$ cat src/rtl/mem_arbiter.sv
// mem_arbiter: shares the single-port Memoria between instruction fetch and data load/store.
// Define MEMARB_RR_EN for round-robin arbitration; otherwise data has fixed priority over fetch.
module mem_arbiter #(
    parameter int MEM_LAT = 2,
    parameter int ADDR_W  = 32,
    parameter int DATA_W  = 32
) (
    input  logic              clock,
    input  logic              reset,
    input  logic              if_req,
    input  logic [ADDR_W-1:0] if_addr,
    output logic              if_gnt,
    output logic              if_rvalid,
    output logic [DATA_W-1:0] if_rdata,
    input  logic              d_req,
    input  logic              d_we,
    input  logic [ADDR_W-1:0] d_addr,
    input  logic [DATA_W-1:0] d_wdata,
    output logic              d_gnt,
    output logic              d_rvalid,
    output logic [DATA_W-1:0] d_rdata,
    output logic [ADDR_W-1:0] mem_addr,
    output logic              mem_we,
    output logic [DATA_W-1:0] mem_wdata,
    input  logic [DATA_W-1:0] mem_rdata
);

    localparam int CNT_W = $clog2(MEM_LAT + 1);

    typedef enum logic [1:0] {IDLE, WAIT, RESP} state_t;
    typedef enum logic {OWN_FETCH = 1'b0, OWN_DATA = 1'b1} owner_t;

    state_t            state_q, state_d;
    logic [CNT_W-1:0]  cnt_q, cnt_d;
    owner_t            owner_q, owner_d;
    logic              store_q, store_d;
    logic              mem_we_q, mem_we_d;
    logic [ADDR_W-1:0] mem_addr_q, mem_addr_d;
    logic [DATA_W-1:0] mem_wdata_q, mem_wdata_d;
    logic [DATA_W-1:0] if_rdata_q, if_rdata_d;
    logic [DATA_W-1:0] d_rdata_q, d_rdata_d;
    logic              data_wins;
    logic              if_gnt_w, d_gnt_w;

`ifdef MEMARB_RR_EN
    owner_t last_q, last_d;
    // Under contention the port that did not win the previous handshake goes first.
    assign data_wins = d_req && (!if_req || (last_q == OWN_FETCH));
`else
    assign data_wins = d_req;
`endif

    // Grants are combinational and held off entirely while reset is asserted.
    assign d_gnt_w  = reset && (state_q == IDLE) && data_wins;
    assign if_gnt_w = reset && (state_q == IDLE) && if_req && !data_wins;

    always_comb begin
        // NOTE: every always_comb target gets a default first so no path can infer a latch.
        state_d     = state_q;
        cnt_d       = cnt_q;
        owner_d     = owner_q;
        store_d     = store_q;
        mem_we_d    = 1'b0;
        mem_addr_d  = mem_addr_q;
        mem_wdata_d = mem_wdata_q;
        if_rdata_d  = if_rdata_q;
        d_rdata_d   = d_rdata_q;
`ifdef MEMARB_RR_EN
        last_d      = last_q;
`endif
        unique case (state_q)
            IDLE: begin
                if (d_gnt_w || if_gnt_w) begin
                    owner_d     = d_gnt_w ? OWN_DATA : OWN_FETCH;
                    store_d     = d_gnt_w && d_we;
                    mem_we_d    = d_gnt_w && d_we;
                    mem_addr_d  = d_gnt_w ? d_addr : if_addr;
                    mem_wdata_d = d_gnt_w ? d_wdata : mem_wdata_q;
                    cnt_d       = (d_gnt_w && d_we) ? '0 : CNT_W'(MEM_LAT - 1);
                    state_d     = WAIT;
`ifdef MEMARB_RR_EN
                    last_d      = d_gnt_w ? OWN_DATA : OWN_FETCH;
`endif
                end
            end
            WAIT: begin
                if (cnt_q == '0) begin
                    state_d = RESP;
                    if (!store_q) begin
                        if (owner_q == OWN_DATA) d_rdata_d  = mem_rdata;
                        else                     if_rdata_d = mem_rdata;
                    end
                end else begin
                    cnt_d = cnt_q - CNT_W'(1);
                end
            end
            RESP:    state_d = IDLE;
            default: state_d = IDLE;
        endcase
    end

    // NOTE: flops use non-blocking assignments so each register samples pre-edge values.
    always_ff @(posedge clock or negedge reset) begin
        if (!reset) begin
            state_q     <= IDLE;
            cnt_q       <= '0;
            owner_q     <= OWN_FETCH;
            store_q     <= 1'b0;
            mem_we_q    <= 1'b0;
            mem_addr_q  <= '0;
            mem_wdata_q <= '0;
            if_rdata_q  <= '0;
            d_rdata_q   <= '0;
`ifdef MEMARB_RR_EN
            last_q      <= OWN_FETCH;
`endif
        end else begin
            state_q     <= state_d;
            cnt_q       <= cnt_d;
            owner_q     <= owner_d;
            store_q     <= store_d;
            mem_we_q    <= mem_we_d;
            mem_addr_q  <= mem_addr_d;
            mem_wdata_q <= mem_wdata_d;
            if_rdata_q  <= if_rdata_d;
            d_rdata_q   <= d_rdata_d;
`ifdef MEMARB_RR_EN
            last_q      <= last_d;
`endif
        end
    end

    assign if_gnt    = if_gnt_w;
    assign d_gnt     = d_gnt_w;
    assign if_rvalid = (state_q == RESP) && (owner_q == OWN_FETCH);
    assign d_rvalid  = (state_q == RESP) && (owner_q == OWN_DATA);
    assign if_rdata  = if_rdata_q;
    assign d_rdata   = d_rdata_q;
    assign mem_addr  = mem_addr_q;
    assign mem_we    = mem_we_q;
    assign mem_wdata = mem_wdata_q;

endmodule

$ cat config.mk
export PLATFORM = sky130hd
export DESIGN_NAME = mem_arbiter
export DESIGN_NICKNAME = d
export VERILOG_FILES = /design/src/rtl/mem_arbiter.sv
export SDC_FILE = /design/constraint.sdc
export NUM_CORES = 1
export LEC_CHECK = 0
export CAP_MARGIN = 0
export CELL_PAD_IN_SITES_DETAIL_PLACEMENT = 0
export CELL_PAD_IN_SITES_GLOBAL_PLACEMENT = 1
export CORE_AREA = 2 2 132 134
export DETAILED_ROUTE_END_ITERATION = 10
export DIE_AREA = 0 0 134 136
export HOLD_SLACK_MARGIN = 0.12
export PLACE_DENSITY = 0.91
export SLEW_MARGIN = 20
export SYNTH_ARGS = -nofsm -noshare
export SYNTH_HDL_FRONTEND = slang
export SYNTH_SLANG_ARGS = --single-unit
$ cat constraint.sdc
create_clock -name clock -period 2.8 [get_ports clock]
set_clock_uncertainty 0.05 [all_clocks]
set_input_delay 0.56 -clock clock [delete_from_list [all_inputs] [get_ports clock]]
set_output_delay 0.56 -clock clock [all_outputs]
set_load 0.01 [all_outputs]
==> results of run 1 <==
==> state kept, by name, summed over array words and instances, names as in the netlist, 2 cells and up <==
register	cells
d_rdata	32
mem_wdata	32
if_rdata	32
mem_addr	32
state_q	2
cnt_q	2
==> power breakdown <==
| part | leakage (nW) | internal (mW) | total, mW | switching, mW |
|---|---|---|---|---|
| Sequential | 1.60 | 2.95 | 3.59 | 0.647 |
| Combinational | 1.98 | 2.85 | 4.52 | 1.67 |
| Clock | 0.285 | 1.43 | 2.30 | 0.867 |
==> cells in the final DEF, fill, tap and decap left out, types with 4 or more instances in the layout <==
cell type        instances
buf_4                    7
o21ai_0                  6
nor2b_1                  4
clkdlybuf4s50_1        264
a22oi_1                 32
a32oi_1                 31
inv_1                    6
mux2_2                  64
mux2_4                  30
clkinvlp_4               5
dfrtp_1                135
nand2_1                 30
clkbuf_16               17
==> metal layers <==
| metal | GRT usage, % | vias to the layer above |
|---|---|---|
| met2 | 29.1 | 205 |
| met1 | 19.9 | 2236 |
| met4 | 6.62 | 2 |
| met5 | 0 | - |
| met3 | 5.26 | 29 |
| li1 | - | 1996 |
==> worst paths after layout <==
path | start | to | cells past startpoint
min | if_rdata[1] | if_rdata[1] | 1
max | d_req | d_gnt | 3
min reg2reg | if_rdata[1] | if_rdata[1] | 1
min in group asynchronous | reset | mem_addr[28] | 2
max reg2reg | cnt_q[0] | d_rdata[12] | 6
max in group asynchronous | reset | mem_wdata[1] | 4
==> stage by stage <==
step	hold slack, ns	instances	instance area [µm²]
after detailed placement	0.299	864	8510
after global placement	0.298	864	8510
after global routing	0.457	898	9150
after CTS	0.439	898	9150
after floorplan	0.214	392	5620
final	0.453	898	9150
==> critical path: cells and delay by family <==
kind	cells	cell delay [ns]
buffers and inverters	2	1.10
and+or+nand+nor	1	0.30
==> cells by family (layout without fill, tap and decap cells) <==
| kind of cell | after synthesis | after routing | share of synthesized area [%] |
|---|---|---|---|
| muxes | 98 | 98 | 21.6 |
| buffers and inverters | 34 | 315 | 3.10 |
| and+or+nand+nor | 51 | 51 | 4.81 |
| AOI/OAI and AO/OA | 73 | 73 | 10.1 |
| DFF | 135 | 135 | 60.2 |
| adders and majority gates | 1 | 1 | 0.223 |
==> final cells by class <==
type                       instances  area (µm²)  area share [%]
multi-input combinational        223        2080            22.7
inverter                           6        22.5           0.246
sequential                       135        3380            36.9
clock buffer                      18         439            4.80
timing repair buffer             277        2780            30.4
tap                              225         282            3.08
clock inverter                    14         173            1.89
==> impl_metrics.yaml, run 1 <==
layout:
  utilization_pct: 54.2
  fill_cells: 1396
  nets: 794
  syn2layout_area_growth_pct: 62.9
  drive_gt1_share_pct: 21.4
  diodes: 0
place:
  place.port_buffers: 265
  place_ws_ns: 0.163
  dp_hpwl_um: 11000
  gp_congestion: 0.782
global_routing:
  antenna_found_initial: 1
  grt_usage_pct: 17.0
  grt-ovfl-total: 0
  grt_max_degree: 82
  grt_pass1_wl_um: 24100
  grt_pass1_vias: 4639
synth:
  yosysTopAreaCell: "dfrtp_1"
  yosysWarnings: 0
  postSynthRegisterBits: 135
  syn_avg_cell_area_um2: 14.3
  syn-num-nets: 526
  synth_cell_type_count: 28
  synth_most_common_cell: "dfrtp_1"
  synth_cells: 392
  synth_area_um2: 5620
  netlist_top_cells_area: "dfrtp_1, mux2_2, mux2_4, a32oi_1, a22oi_1"
  synthFlopType: "dfrtp_1"
  synth_edf_count: 0
  synth_top_cells_by_count: "dfrtp_1, mux2_2, a22oi_1"
  seq_area_frac_synth_pct: 60.2
  synth_async_sr_flop_share_pct: 100
  synthDominantCellAreaShare_pct: 60.2
run:
  maxCapViolations: 0
critical_path:
  critPathKind: "in -> out"
  cp_max_fo: 3
  r2r_slack_ns: 0.59
  crit_path_start_kind: "input pin"
  crit_top_cell: "clkdlybuf4s50_1"
  slowest_stage: "clkdlybuf4s50_1"
  max_stage_delay_ns: 0.58
  crit_chain: "clkdlybuf4s50_1 > and4bb_2 > clkdlybuf4s50_1"
  arrival_ns: 1.96
  endpoint_kind: "primary output"
  cp_data_required_time_ns: 2.19
outcome:
  status: "complete, no violations"
floorplan:
  start_util_pct: 33.3
  dieHeight_um: 136
  core_um2: 16900
  io_pins: 266
  die_area_um2: 18200
  rows: 48
  die_x_um: 134
detailed_routing:
  drt_wl_total_um: 15400
  drc_errors: 0
  drt_pre_antenna_iters: 4
  ant_nets: 0
  dr_wl_met2_um: 7700
  dr_wl_met3_um: 1170
  m1WireLength_um: 6230
  wl_per_cell_um: 17.2
  drtIter0Drc: 230
  vias: 4468
  avgViaCountPerCell: 4.98
  top_layer: "met5"
cts:
  numCtsBuffers: 17
  cts_tree: "yes"
  cts_resized: 0
  root_buffer: "clkbuf_16"
  clock_sinks: 135
  clkLatencyLatePin_ns: 0.41
  cts.htree.levels: 4
  clk_pin_slew_ns: 0.06
  cts_setup_buffers: 0
  cts_hold_buffers: 2
  cts_max_path_buffers: 2
pwr:
  peakVddDrop_mv: 0.551
  p_total_mw: 10.4
  powerDensity_nw_per_um2: 1140
  p_leak_nw: 3.87
sta:
  finalSetupViolCount: 0
  tightestPinTransition_ns: 1.01
  drv_slew: 0
  fin_setup_tns_ns: 0
  slew_headroom_pct: 32.9
  hold_viol_final: 0
  rsz0062_at_grt: "false"
  period_share_pct: 91.9
  max_freq_mhz: 389
  period_needed_ns: 2.57
  layout_setup_ws_ns: 0.226
worst_hold_path:
  worstHoldPathType: "reg -> reg"
Power figures use the tool's default switching activity.
==> run 2: changes to the inputs <==
--- a/config.mk
+++ b/config.mk
@@ -5,14 +5,15 @@
 export SDC_FILE = /design/constraint.sdc
 export NUM_CORES = 1
 export LEC_CHECK = 0
+export ABC_AREA = 1
 export CAP_MARGIN = 0
 export CELL_PAD_IN_SITES_DETAIL_PLACEMENT = 0
 export CELL_PAD_IN_SITES_GLOBAL_PLACEMENT = 1
-export CORE_AREA = 2 2 132 134
+export CORE_AREA = 2 2 153 125
 export DETAILED_ROUTE_END_ITERATION = 10
-export DIE_AREA = 0 0 134 136
+export DIE_AREA = 0 0 155 127
 export HOLD_SLACK_MARGIN = 0.12
-export PLACE_DENSITY = 0.91
+export PLACE_DENSITY = 0.92
 export SLEW_MARGIN = 20
 export SYNTH_ARGS = -nofsm -noshare
 export SYNTH_HDL_FRONTEND = slang
==> run 2 against run 1 <==
  * Routed wire length increased by 2.5%
  * Worst hold slack got worse by 0.19 ns
  * First-iteration DRC count increased by 19%
  * Worst setup slack improved by 0.072 ns
  * Flip-flop and latch count unchanged
  * Global-route usage decreased by 0.49 points
  * Die area increased by 8.0%
  * Non-clock buffer count decreased by 8
  * Critical endpoint unchanged
  * Largest power group unchanged
==> impl_metrics.yaml, run 2 <==
global_routing:
  grt_usage_pct: 16.5
  top_usage_layer: "met2"
  grt-ovfl-total: 0
  grtUsageMet2_pct: 26.9
  gr-usage-met1_pct: 20.3
  grt_pass1_vias: 4957
  grt_pass1_wl_um: 25500
  antenna_found_initial: 0
  grtUsageMet3_pct: 6.17
  grt_max_degree: 137
synth:
  postSynthRegisterBits: 135
  yosys.area_share.simple_pct: 25.9
  yosysWarnings: 0
  seq_area_frac_synth_pct: 59.1
  yosysTopAreaCell: "dfrtp_1"
  syn-num-nets: 788
  synth_cell_type_count: 24
  muxShareOfSynthArea_pct: 0
  synth-compound-area-share_pct: 8.09
  synthFlopType: "dfrtp_1"
  synth_cells: 654
  synth_adder_area_share_pct: 0.219
  synth_top_cells_by_count: "nand2_1, dfrtp_1, inv_1"
  synth_area_um2: 5720
  syn_avg_cell_area_um2: 8.75
  synth_most_common_cell: "nand2_1"
  synth_edf_count: 0
  synth_xor_area_share_pct: 0
  synth_async_sr_flop_share_pct: 100
  netlist_top_cells_area: "dfrtp_1, nand2_1, o21ai_2, a21oi_1, inv_1"
  synthDominantCellAreaShare_pct: 59.1
  synth_top_family_by_area: "simple AND/OR/NAND/NOR gates"
pwr:
  p_total_mw: 10.0
  p_leak_nw: 4.39
  powerDensity_nw_per_um2: 1100
  peakVddDrop_mv: 0.442
sta:
  period_share_pct: 89.3
  fin_setup_tns_ns: 0
  layout_setup_ws_ns: 0.299
  rsz0062_at_grt: "false"
  period_needed_ns: 2.50
  slew_headroom_pct: 36.2
  max_freq_mhz: 400
  tightestPinTransition_ns: 0.951
  drv_slew: 0
  hold_viol_final: 0
  finalSetupViolCount: 0
cts:
  clock_sinks: 135
  clkLatencyLatePin_ns: 0.41
  cts_resized: 0
  cts_tree: "yes"
  cts.htree.levels: 4
  cts_setup_buffers: 0
  numCtsBuffers: 17
  clk_pin_slew_ns: 0.06
  root_buffer: "clkbuf_16"
  cts_hold_buffers: 0
  cts_max_path_buffers: 2
layout:
  final_common_cell: "nand2_1"
  diodes: 0
  fill_cells: 1701
  drive_gt1_share_pct: 8.45
  instances_no_fill: 1153
  mostFrequentLayoutCells: "nand2_1, clkdlybuf4s50_1, dfrtp_1, inv_1, nor2_1"
  syn2layout_area_growth_pct: 59.4
  nets: 1044
  utilization_pct: 50.6
floorplan:
  die_area_um2: 19700
  die_x_um: 155
  io_pins: 266
  start_util_pct: 31.8
  core_um2: 18000
  rows: 44
  dieHeight_um: 127
critical_path:
  arrival_ns: 1.89
  slowest_stage: "clkdlybuf4s50_1"
  crit_top_cell: "clkdlybuf4s50_1"
  critPathKind: "in -> out"
  endpoint_kind: "primary output"
  max_stage_delay_ns: 0.57
  crit_chain: "clkdlybuf4s50_1 > nand3_2 > inv_2 > clkdlybuf4s50_1"
  cp_data_required_time_ns: 2.19
  cp_max_fo: 4
  crit_path_start_kind: "input pin"
detailed_routing:
  ant_nets: 0
  vias: 4977
  drtIter0Drc: 273
  drt_wl_total_um: 15800
  avgViaCountPerCell: 4.32
  wl_per_cell_um: 13.7
  drc_errors: 0
  drt_pre_antenna_iters: 5
worst_hold_path:
  worstHoldPathType: "in -> async"
outcome:
  status: "complete, no violations"
place:
  place_ws_ns: 0.317
  place.port_buffers: 265
  dp_hpwl_um: 10900
  gp_congestion: 0.769
  dpl.cell_count: 1121
run:
  maxCapViolations: 0
==> run 2: changes by cell type in the layout (fill, tap and decap cells not counted), sizes merged, moves of 6 or more <==
cell,delta
nand2,+300
mux2,-96
nor2,+35
a21oi,+32
a22oi,-32
inv,+32
a32oi,-31
o21ai,+28
buf,-6
==> run 2: kinds of logic (layout without fill, tap and decap cells) <==
family / Yosys count / after routing
AOI/OAI and AO/OA: 67 / 67
adders and majority gates: 1 / 1
buffers and inverters: 75 / 344
DFF: 135 / 135
and+or+nand+nor: 376 / 376
==> run 2: worst paths after layout <==
| kind | slack [ns] | from | to | cells past startpoint |
|---|---|---|---|---|
| min in group clock | 0.43 | if_rdata[11] | if_rdata[11] | 2 |
| worst min-delay path | 0.26 | reset | mem_addr[12] | 2 |
| max in group asynchronous | 1.91 | reset | if_rdata[11] | 2 |
| worst min register to register | 0.43 | if_rdata[11] | if_rdata[11] | 2 |
| worst max-delay path | 0.30 | d_req | d_gnt | 4 |
| worst max register to register | 0.73 | cnt_q[0] | if_rdata[4] | 7 |
==> run 2: per-layer routing <==
metal / share of wire [%] / up-vias / routed length (µm)
li1: - / 2506 / -
met1: 45 / 2280 / 7030
met2: 46 / 173 / 7270
met3: 8.1 / 18 / 1280
met4: 1.3 / 0 / 208
met5: 0 / - / 0
==> run 2: area by class of cell <==
class                   instances  area, µm²  share of cell area, %
repair buffers                269       2700                   29.6
clock inverters                12        175                   1.92
flip-flops and latches        135       3380                   37.1
well taps                     230        288                   3.16
multi-input cells             444       1960                   21.5
inverters                      43        163                   1.78
clock buffers                  20        457                   5.01
==> run 2: worst max-delay path: cells and delay by family <==
| kind | cells | cell delay [ns] |
|---|---|---|
| buf+inv | 3 | 1.18 |
| simple gates | 1 | 0.15 |
==> run 2: power by group <==
| part | leakage, nW | switching, mW | internal, mW | total, mW |
|---|---|---|---|---|
| Clock | 0.302 | 0.846 | 1.54 | 2.38 |
| Combinational | 2.48 | 2.01 | 2.25 | 4.26 |
| Sequential | 1.60 | 0.499 | 2.87 | 3.37 |
| Total | 4.39 | 3.35 | 6.66 | 10.0 |
==> run 2: per-stage QoR <==
stage               area (µm²)  hold slack (ns)
floorplan                 5720            0.214
global placement          8480            0.411
detailed placement        8480            0.414
CTS                       9110            0.286
global route              9110            0.307
finish                    9110            0.259
==> run 3: changes to the inputs <==
==> constraint.sdc (replaced) <==
create_clock -name clock -period 3.08 [get_ports clock]
set_clock_uncertainty 0.05 [all_clocks]
set_input_delay 0.616 -clock clock [delete_from_list [all_inputs] [get_ports clock]]
set_output_delay 0.616 -clock clock [all_outputs]
set_load 0.01 [all_outputs]
==> run 3 against run 2 <==
  * Routed wire length is 0.73% higher
  * Clock-buffer cell count is 2 lower
  * Final area is 0.27% higher
  * Utilization is 0.14 points higher
  * Combinational power is 8.7% lower
  * Clock power is 8.4% lower
  * Sequential power is 9.2% lower
  * Die area stayed put
  * Critical path depth stayed put
  * Critical endpoint unchanged
  * Largest power group unchanged
==> impl_metrics.yaml, run 3 (synthesis gave the netlist of run 2 again) <==
global_routing:
  grt_max_degree: 136
  grt-ovfl-total: 0
  grt_pass1_vias: 5114
  grt_pass1_wl_um: 25700
  grt_usage_pct: 16.5
  antenna_found_initial: 0
floorplan:
  io_pins: 266
  die_area_um2: 19700
  core_um2: 18000
  rows: 44
  start_util_pct: 31.8
  die_x_um: 155
  dieHeight_um: 127
pwr:
  p_switching_mw: 3.08
  p_int_mw: 6.05
  clockPowerShare_pct: 23.9
  peakVddDrop_mv: 0.365
  seq_power_share_pct: 33.5
  pwr-share-comb_pct: 42.6
  p_total_mw: 9.14
  p_leak_nw: 4.42
  switching_share_pct: 33.7
  powerDensity_nw_per_um2: 1000
critical_path:
  slowest_stage: "clkdlybuf4s50_1"
  endpoint_kind: "primary output"
  critPathKind: "in -> out"
  max_stage_delay_ns: 0.56
  cp_max_fo: 4
  crit_path_start_kind: "input pin"
  crit_chain: "clkdlybuf4s50_1 > nand3_2 > inv_2 > clkdlybuf4s50_1"
  arrival_ns: 1.94
  cp_data_required_time_ns: 2.41
  crit_top_cell: "clkdlybuf4s50_1"
cts:
  cts_max_path_buffers: 2
  root_buffer: "clkbuf_16"
  cts_resized: 0
  clkLatencyLatePin_ns: 0.40
  clk_pin_slew_ns: 0.05
  numCtsBuffers: 17
  clock_sinks: 135
  cts_setup_buffers: 0
  cts_tree: "yes"
  cts.htree.levels: 4
  cts_hold_buffers: 0
place:
  place_ws_ns: 0.481
  dp_hpwl_um: 11100
  gp_congestion: 0.752
  place.port_buffers: 265
layout:
  syn2layout_area_growth_pct: 59.8
  drive_gt1_share_pct: 8.86
  nets: 1047
  mostFrequentLayoutCells: "nand2_1, clkdlybuf4s50_1, dfrtp_1, inv_1, nor2_1"
  diodes: 0
  fill_cells: 1698
  final_common_cell: "nand2_1"
  utilization_pct: 50.8
sta:
  layout_setup_ws_ns: 0.474
  finalSetupViolCount: 0
  rsz0062_at_grt: "false"
  drv_slew: 0
  slew_headroom_pct: 37.6
  period_needed_ns: 2.61
  period_share_pct: 84.6
  whs_ns: 0.283
  max_freq_mhz: 384
  fin_setup_tns_ns: 0
  hold_viol_final: 0
  tightestPinTransition_ns: 0.935
detailed_routing:
  drtIter0Drc: 208
  drt_pre_antenna_iters: 4
  ant_nets: 0
  drc_errors: 0
  wl_per_cell_um: 13.8
  vias: 4945
  avgViaCountPerCell: 4.28
  drt_wl_total_um: 15900
run:
  maxCapViolations: 0
outcome:
  status: "complete, no violations"
worst_hold_path:
  worstHoldPathType: "in -> async"
==> run 3: cell types whose count changed in the layout (fill, tap and decap cells not counted) <==
cell	before	now
buf_4	3	6
clkbuf_1	1	0
clkbuf_8	2	1
clkinv_1	1	0
clkinvlp_4	3	1
inv_1	39	40
inv_6	0	4
==> run 3: worst max-delay path, delay by kind of cell <==
kind | cells | cell delay [ns]
buffers and inverters | 3 | 1.17
and+or+nand+nor | 1 | 0.15
==> run 3: layer usage <==
layer  GRT usage [%]  up-vias  share of wire [%]
li1                -     2508                  -
met1            20.7     2245                 44
met2            26.7      172                 47
met3            5.97       20                7.7
met4            5.07        0                1.4
met5               0        -                  0
==> run 3: power by group through the flow <==
stage | clock network [mW] | logic (mW) | registers, mW
2_1_floorplan | 0 | 1.42 | 3.44
3_3_place_gp | 0 | 3.91 | 3.05
3_5_place_dp | 0 | 3.95 | 3.08
4_1_cts | 2.24 | 3.97 | 3.07
5_1_grt | 2.32 | 4.27 | 3.18
6_report | 2.18 | 3.89 | 3.06
==> run 3: area by class of cell <==
type / count / area, µm² / area share (%)
Timing Repair Buffer: 272 / 2720 / 29.8
Inverter: 43 / 163 / 1.78
Clock buffer: 18 / 439 / 4.81
Tap cell: 230 / 288 / 3.15
Clock inverter: 14 / 195 / 2.14
Multi-Input combinational cell: 444 / 1960 / 21.4
Sequential cell: 135 / 3380 / 37.0
==> run 3: path summary, 6_finish.rpt <==
path                                    from      endpoint  slack [ns]  depth (start not counted)
worst min-delay path                   reset      cnt_q[1]        0.28                          2
worst max register to register      cnt_q[0]  if_rdata[19]        1.02                          7
worst min register to register  mem_wdata[2]  mem_wdata[2]        0.43                          2
min in group clock              mem_wdata[2]  mem_wdata[2]        0.43                          2
worst max-delay path                   d_req         d_gnt        0.47                          4
max in group asynchronous              reset   mem_addr[1]        2.09                          2
==> run 3: per-stage QoR <==
step | area (µm²) | std cells
6_report | 9140 | 1156
5_1_grt | 9140 | 1156
4_1_cts | 9140 | 1156
3_5_place_dp | 8500 | 1124
3_3_place_gp | 8500 | 1124
2_1_floorplan | 5720 | 654
